--- config.mk ---
export PLATFORM = sky130hd
export DESIGN_NAME = logic_unit_pipe
export DESIGN_NICKNAME = d
export VERILOG_FILES = /design/src/rtl/logic_unit_pkg.sv /design/src/rtl/logic_op_comb.sv /design/src/rtl/logic_unit_pipe.sv
export SDC_FILE = /design/constraint.sdc
export NUM_CORES = 1
export LEC_CHECK = 0
export CORE_ASPECT_RATIO = 0.75
export CORE_MARGIN = 5
export CORE_UTILIZATION = 50
export CTS_BUF_LIST = sky130_fd_sc_hd__clkbuf_2
export DETAILED_ROUTE_END_ITERATION = 8
export GPL_ROUTABILITY_DRIVEN = 0
export PLACE_DENSITY = 0.73
export SYNTH_ARGS = -nofsm -noshare
export SYNTH_HDL_FRONTEND = slang
export SYNTH_SLANG_ARGS = --single-unit
export TNS_END_PERCENT = 100
--- constraint.sdc ---
create_clock -name clk -period 2 [get_ports clk]
set_clock_uncertainty 0.05 [all_clocks]
set_input_delay 0.6 -clock clk [delete_from_list [all_inputs] [get_ports clk]]
set_output_delay 0.6 -clock clk [all_outputs]
set_load 0.03 [all_outputs]
--- src/rtl/logic_unit_pkg.sv ---
// Shared definitions for the registered bitwise logic unit.
// Opcode encodings are used by the datapath decoder and the logic slice alike.
package logic_unit_pkg;

    localparam int OP_W = 3;

    localparam logic [OP_W-1:0] OP_AND  = 3'b000;
    localparam logic [OP_W-1:0] OP_OR   = 3'b001;
    localparam logic [OP_W-1:0] OP_XOR  = 3'b010;
    localparam logic [OP_W-1:0] OP_NAND = 3'b011;
    localparam logic [OP_W-1:0] OP_NOR  = 3'b100;
    localparam logic [OP_W-1:0] OP_XNOR = 3'b101;
    localparam logic [OP_W-1:0] OP_NOTA = 3'b110;
    localparam logic [OP_W-1:0] OP_PASS = 3'b111;

endpackage

--- src/rtl/logic_op_comb.sv ---
// Combinational core of the logic unit: bitwise op plus zero/parity flags.
module logic_op_comb
    import logic_unit_pkg::*;
#(
    parameter int WIDTH = 8
) (
    input  logic [WIDTH-1:0] a_i,
    input  logic [WIDTH-1:0] b_i,
    input  logic [OP_W-1:0]  op_i,
    output logic [WIDTH-1:0] y_o,
    output logic             z_o,
    output logic             p_o
);

    always_comb begin
        y_o = '0;
        unique case (op_i)
            OP_AND:  y_o = a_i & b_i;
            OP_OR:   y_o = a_i | b_i;
            OP_XOR:  y_o = a_i ^ b_i;
            OP_NAND: y_o = ~(a_i & b_i);
            OP_NOR:  y_o = ~(a_i | b_i);
            OP_XNOR: y_o = ~(a_i ^ b_i);
            OP_NOTA: y_o = ~a_i;
            default: y_o = a_i;
        endcase
    end

    assign z_o = (y_o == '0);
    assign p_o = ^y_o;

endmodule

--- src/rtl/logic_unit_pipe.sv ---
// Registered WIDTH-bit logic unit with valid/ready on both sides.
// One output register plus one skid register sustain one result per cycle.
module logic_unit_pipe
    import logic_unit_pkg::*;
#(
    parameter int WIDTH = 8
) (
    input  logic             clk,
    input  logic             rst,
    input  logic             in_valid,
    output logic             in_ready,
    input  logic [WIDTH-1:0] A,
    input  logic [WIDTH-1:0] B,
    input  logic [OP_W-1:0]  OP,
    output logic             out_valid,
    input  logic             out_ready,
    output logic [WIDTH-1:0] Y,
    output logic             Z,
    output logic             P
);

    localparam int SW = WIDTH + 2;

    logic [WIDTH-1:0] res_y;
    logic             res_z;
    logic             res_p;
    logic [SW-1:0]    res_c;

    logic [SW-1:0] out_q;
    logic [SW-1:0] out_d;
    logic [SW-1:0] skid_q;
    logic [SW-1:0] skid_d;
    logic          out_valid_q;
    logic          out_valid_d;
    logic          skid_full_q;
    logic          skid_full_d;

    logic accept;
    logic load;

    logic_op_comb #(
        .WIDTH(WIDTH)
    ) u_op (
        .a_i (A),
        .b_i (B),
        .op_i(OP),
        .y_o (res_y),
        .z_o (res_z),
        .p_o (res_p)
    );

    assign res_c = {res_y, res_z, res_p};

    // Ready depends only on stored state, never on out_ready.
    assign in_ready = !skid_full_q && !rst;
    assign accept   = in_valid && in_ready;
    assign load     = !out_valid_q || out_ready;

    always_comb begin
        out_d       = out_q;
        skid_d      = skid_q;
        out_valid_d = out_valid_q;
        skid_full_d = skid_full_q;
        if (load) begin
            if (skid_full_q) begin
                out_d       = skid_q;
                out_valid_d = 1'b1;
                skid_full_d = 1'b0;
            end else if (accept) begin
                out_d       = res_c;
                out_valid_d = 1'b1;
            end else begin
                out_valid_d = 1'b0;
            end
        end else if (accept) begin
            skid_d      = res_c;
            skid_full_d = 1'b1;
        end
    end

    always_ff @(posedge clk or posedge rst) begin
        if (rst) begin
            out_q       <= '0;
            skid_q      <= '0;
            out_valid_q <= 1'b0;
            skid_full_q <= 1'b0;
        end else begin
            out_q       <= out_d;
            skid_q      <= skid_d;
            out_valid_q <= out_valid_d;
            skid_full_q <= skid_full_d;
        end
    end

    assign out_valid = out_valid_q;
    assign Y         = out_q[SW-1:2];
    assign Z         = out_q[1];
    assign P         = out_q[0];

endmodule
== Word level (Yosys, flattened, before mapping) ==
Index checks and enable logic that the tools add are counted.

* Bitwise gates (word level): 8
* Equal/unequal tests: 6
* Muxes and demuxes: 7
* Reduce and logical (&&, ||, !) cells: 13

{| class="wikitable"
|+ Operators with widths
! operator !! count
|-
| $pmux W8 S7 || 1
|-
| $not A8 Y8 || 4
|-
| $mux W10 || 2
|-
| $eq A3 B3 Y1 const B || 3
|-
| $and A8 B8 Y8 || 1
|-
| $logic_not A8 Y1 || 1
|-
| $or A8 B8 Y8 || 1
|-
| $reduce_xor A8 Y1 || 1
|-
| $xor A8 B8 Y8 || 1
|-
| $eq A3 B2 Y1 const B || 2
|-
| $mux W1 || 4
|-
| $reduce_and A2 Y1 || 2
|-
| $reduce_bool A2 Y1 || 2
|-
| $eq A3 B1 Y1 const B || 1
|-
| $logic_not A1 Y1 || 3
|-
| $logic_not A3 Y1 || 1
|-
| $logic_and A1 B1 Y1 || 2
|-
| $logic_or A1 B1 Y1 || 1
|-
| $not A1 Y1 || 1
|}

* Word-level logic and storage cells: 38
* Input port bits: 23
* Output and inout port bits: 12
* Bits in registers: 22

== Longest topological paths before layout ==
* Depth in word-level cells: 6
* Gate-level depth with buffers: 13
* Gate-level depth less buffers: 12

== Modules after synthesis ==
A second synthesis with hierarchy kept.

* Cells, all modules: 210
* Area total of the unflattened synthesis: 2,057.0 um^2

{| class="wikitable"
|+ Modules (own cells, without submodules)
! module !! area each (um^2) !! times used !! cells each !! sequential area each (um^2)
|-
| logic_unit_pipe || 1,047.3 || 1 || 64 || 550.5
|-
| logic_op_comb || 1,009.7 || 1 || 146 || 0.0
|}

== Worst setup path after synthesis ==
OpenSTA, ideal clock, no wires.

* Kind: input-to-reg
* Start point: input port A[2]
* End point: register out_q[0]
* Cell stages on the path: 12
* Data required time: 1,826 ps
* Setup slack: -597 ps
* Data arrival time: 2,423 ps
* Path through: inv_1 > ha_1 > mux2_2 > a211o_1 > o21ai_2 > o21ai_2 > ha_1 > xnor2_1 > xnor2_1 > nor2_1 > a21oi_1 > o21ai_1

* Longest elaborated chain between the ends: 6
* Elaborated cells between the ends (all ways): 11

{| class="wikitable"
|+ RTL lines
! what !! line !! source
|-
| from (decl) || logic_unit_pipe.sv:12 || <nowiki>input logic [WIDTH-1:0] A,</nowiki>
|-
| $xor A8 B8 Y8, or another cell as far along || logic_op_comb.sv:20, logic_op_comb.sv:23 ||
|-
| $not A8 Y8, on equally long branches || logic_op_comb.sv:23, logic_op_comb.sv:21, logic_op_comb.sv:22 ||
|-
| $pmux W8 S7 (*) || logic_op_comb.sv:17 || <nowiki>unique case (op_i)</nowiki>
|-
| $reduce_xor A8 Y1 (*) || logic_op_comb.sv:30 || <nowiki>assign p_o = ^y_o;</nowiki>
|-
| $mux W10 (*) || logic_unit_pipe.sv:69 || <nowiki>end else if (accept) begin</nowiki>
|-
| $mux W10 (*) || logic_unit_pipe.sv:65 || <nowiki>if (skid_full_q) begin</nowiki>
|-
| to (signal assigned) || logic_unit_pipe.sv:88 || <nowiki>out_q <= out_d;</nowiki>
|-
| to (decl) || logic_unit_pipe.sv:29 || <nowiki>logic [SW-1:0] out_q;</nowiki>
|}

Mark *: on every way between the ends. The rest lies on a longest branch, timed or not. The select of a mux whose other input is x is not followed.
A chain may end at the register's enable or synchronous reset.

== Final worst setup path ==
* Start point: input port A[0]
* End point: register out_q[0]

The elaborated chain is that of the path after synthesis.

==> flow_metrics.tcl <==
set metrics [dict create \
    status "finished, violations left" \
    violations "negative setup slack" \
    rsz0062_at_grt "true" \
    path_cells "buf_6, inv_4, ha_4, and3b_1, a311oi_2, nor2_4, a21oi_4, ha_4, xnor2_4, xnor2_2, nor2_1, a21oi_1, o21ai_1" \
    cts_tree "built" \
    timing.final.ws_setup_ps -355 \
    drt-initial-drc-count 75 \
    crit_top_cell "ha_4" \
    cts_max_path_buffers 2 \
    cts_buffers 3 \
    ys_seq_elements 22 \
    coreArea_um2 3950 \
    vias 2080 \
    grt_pass1_wl_um 8740 \
    post-route-util_pct 81.4 \
    cts.root.buffer_cell "clkbuf_2" \
    grt_max_degree 21 \
    power_density_nw_per_um2 594 \
    clock.fmax_mhz 425 \
    cp_max_fo 3 \
    final_nets 377 \
    critPathLaunchType "input port" \
    track_usage_pct 19.6 \
    peakVddDrop_mv 0.428 \
    power.leakage_nw 1.52 \
    clkTransAtPathRegs_ps 210 \
    cp-end-kind "flip-flop" \
    synth_cells 237 \
    die_h_um 64.9 \
    slowest_delay_ps 300 \
    tightest_slew_ps 341 \
    avgSynthCellArea_um2 8.47 \
    slew_violations 0 \
    num_io_pins 35 \
    ys.warnings.count 0 \
    drv_cap 0 \
    synth_fp_nets 280 \
    drcViolationCount 0 \
    crit_type "input port to flip-flop" \
    cpMaxStageDelayCell "a311oi_2" \
    clock-sinks 22 \
    synth_edf_count 0 \
    layout_commonest_cell "buf_4" \
    synth_top_area_share_pct 27.4 \
    hp-class "input port to asynchronous set/reset pin" \
    final_cell_mix "buf_4 (67), nand2_1 (27), dfrtp_1 (22), o21ai_1 (13), dlygate4sd2_1 (13)" \
    area_growth_syn_to_layout_pct 60.2 \
    htree_levels 1 \
    synthFlopType "dfrtp_1" \
    synth_area_um2 2010 \
    async_flop_share_pct 100 \
    place_ws_ps -1160 \
    synth_top_cell_by_area "dfrtp_1" \
    worstPathRequired_ps 2210 \
    synth_cell_type_count 52 \
    wl_per_cell_um 14.8 \
    synth_seq_area_share_pct 27.4 \
    dieWidth_um 83.2 \
    fin_hold_ws_ps 380 \
    timing.final.hold_violations 0 \
    antenna_cells 0 \
    grt_pass1_vias 1994 \
    postRouteAntennaNets 0 \
    synth_area_leaders "dfrtp_1 (27%), ha_1 (12%), nand2_1 (5.2%)" \
    dp_hpwl_um 3710 \
    drive_above_1_share_pct 48.6 \
    via_per_inst 5.36 \
    rows 20 \
    initial_core_util_pct 50.8 \
    period_share_pct 118 \
    setup_viol 2 \
    grt_overflow 0 \
    finalCriticalPeriod_ps 2350 \
    dr.pass1.iters 4 \
    p_total_mw 1.91 \
    postCtsHoldBufs 0 \
    max-slew-margin-rel_pct 77.3 \
    routed_wl_um 5750 \
    io_buffers 34 \
    antenna_found_initial 0 \
    worstSkewPairLatency_ps 330 \
    cp.arrival_ps 2560 \
    dieArea_um2 5400 \
]
## power by group
group / internal, mW / switching [mW] / total (mW)
combinational: 0.566 / 0.549 / 1.11
sequential: 0.555 / 0.0652 / 0.620
clock: 0.0435 / 0.134 / 0.178
total: 1.16 / 0.748 / 1.91
## flip-flops by register name (all words and copies together) (netlist names)
signal and count:
out_q 10, skid_q 10, skid_full_q 1, out_valid 1
## final timing paths
path / end / slack, ps / cells after the start / from
max: out_q[0] / -350 / 13 / A[0]
min: out_q[1] / 380 / 3 / rst
max reg2reg: out_q[6] / 590 / 4 / skid_full_q
min reg2reg: out_q[1] / 460 / 2 / out_q[1]
max in group asynchronous: skid_q[8] / 1360 / 3 / rst
min in group clk: out_q[1] / 460 / 2 / out_q[1]
## stage by stage
stage | TNS [ps] | std cells | instance area (um^2)
3_5_place_dp | -10040 | 362 | 2850
5_1_grt | -740 | 388 | 3220
3_3_place_gp | -9370 | 362 | 2850
4_1_cts | -805 | 381 | 3040
2_1_floorplan | -789 | 237 | 2130
6_report | -558 | 388 | 3220
## Yosys cell counts, types with 2 or more instances
cell type / count
a211o_1: 5
a21oi_1: 12
and2b_1: 2
buf_2: 6
buf_4: 2
buf_6: 4
clkbuf_1: 3
dfrtp_1: 22
ha_1: 20
inv_1: 24
mux2i_1: 5
nand2_1: 28
nand2b_1: 5
nand3_1: 8
nand3b_1: 3
nand4_1: 3
nor2_1: 8
nor2b_1: 8
o211ai_1: 10
o211ai_2: 2
o21a_1: 2
o21ai_0: 5
o21ai_1: 15
o21ai_2: 3
xnor2_1: 3
xor2_1: 3
## layer usage
layer | GRT usage [%] | up-vias | part of all wire [%]
met5 | 0 | - | 0
met4 | 5.31 | 0 | 1.3
met3 | 3.94 | 8 | 4.2
met2 | 33.8 | 53 | 52
met1 | 25.1 | 992 | 43
li1 | - | 1027 | -
## repair_timing
action                                  in CTS  in global routing
endpoints found under the setup margin      26                  8
hold endpoints to repair                     0                  0
setup buffers                               13                  7
cloned                                       2                  1
pin swaps                                   21                 31
resized for setup                           72                 58
## worst max-delay path, delay by kind of cell
| family | cells | cell delay [ps] |
|---|---|---|
| and+or+nand+nor | 3 | 340 |
| AOI/OAI and AO/OA | 4 | 710 |
| buffers and inverters | 2 | 120 |
| adders and majority gates | 2 | 460 |
| xor gates and xnor gates | 2 | 310 |
## cell families after synthesis
group,synth area share (%)
multiplexers,4.74
XOR/XNOR,2.62
flip-flops,27.4
AND/OR/NAND/NOR,18.8
adder cells (fa/ha/maj),12.5
buffers and inverters,9.97
AO/OA/AOI/OAI,24.0
## cell type report
cell class | instances | area (um^2)
clock buffers | 3 | 15.0
well taps | 55 | 68.8
inverters | 25 | 120
clock inverters | 1 | 3.75
fillers | 259 | 736
flip-flops and latches | 22 | 551
repair buffers | 108 | 926
multi-input cells | 174 | 1530
Note: power is estimated with default switching activity, not from simulation.
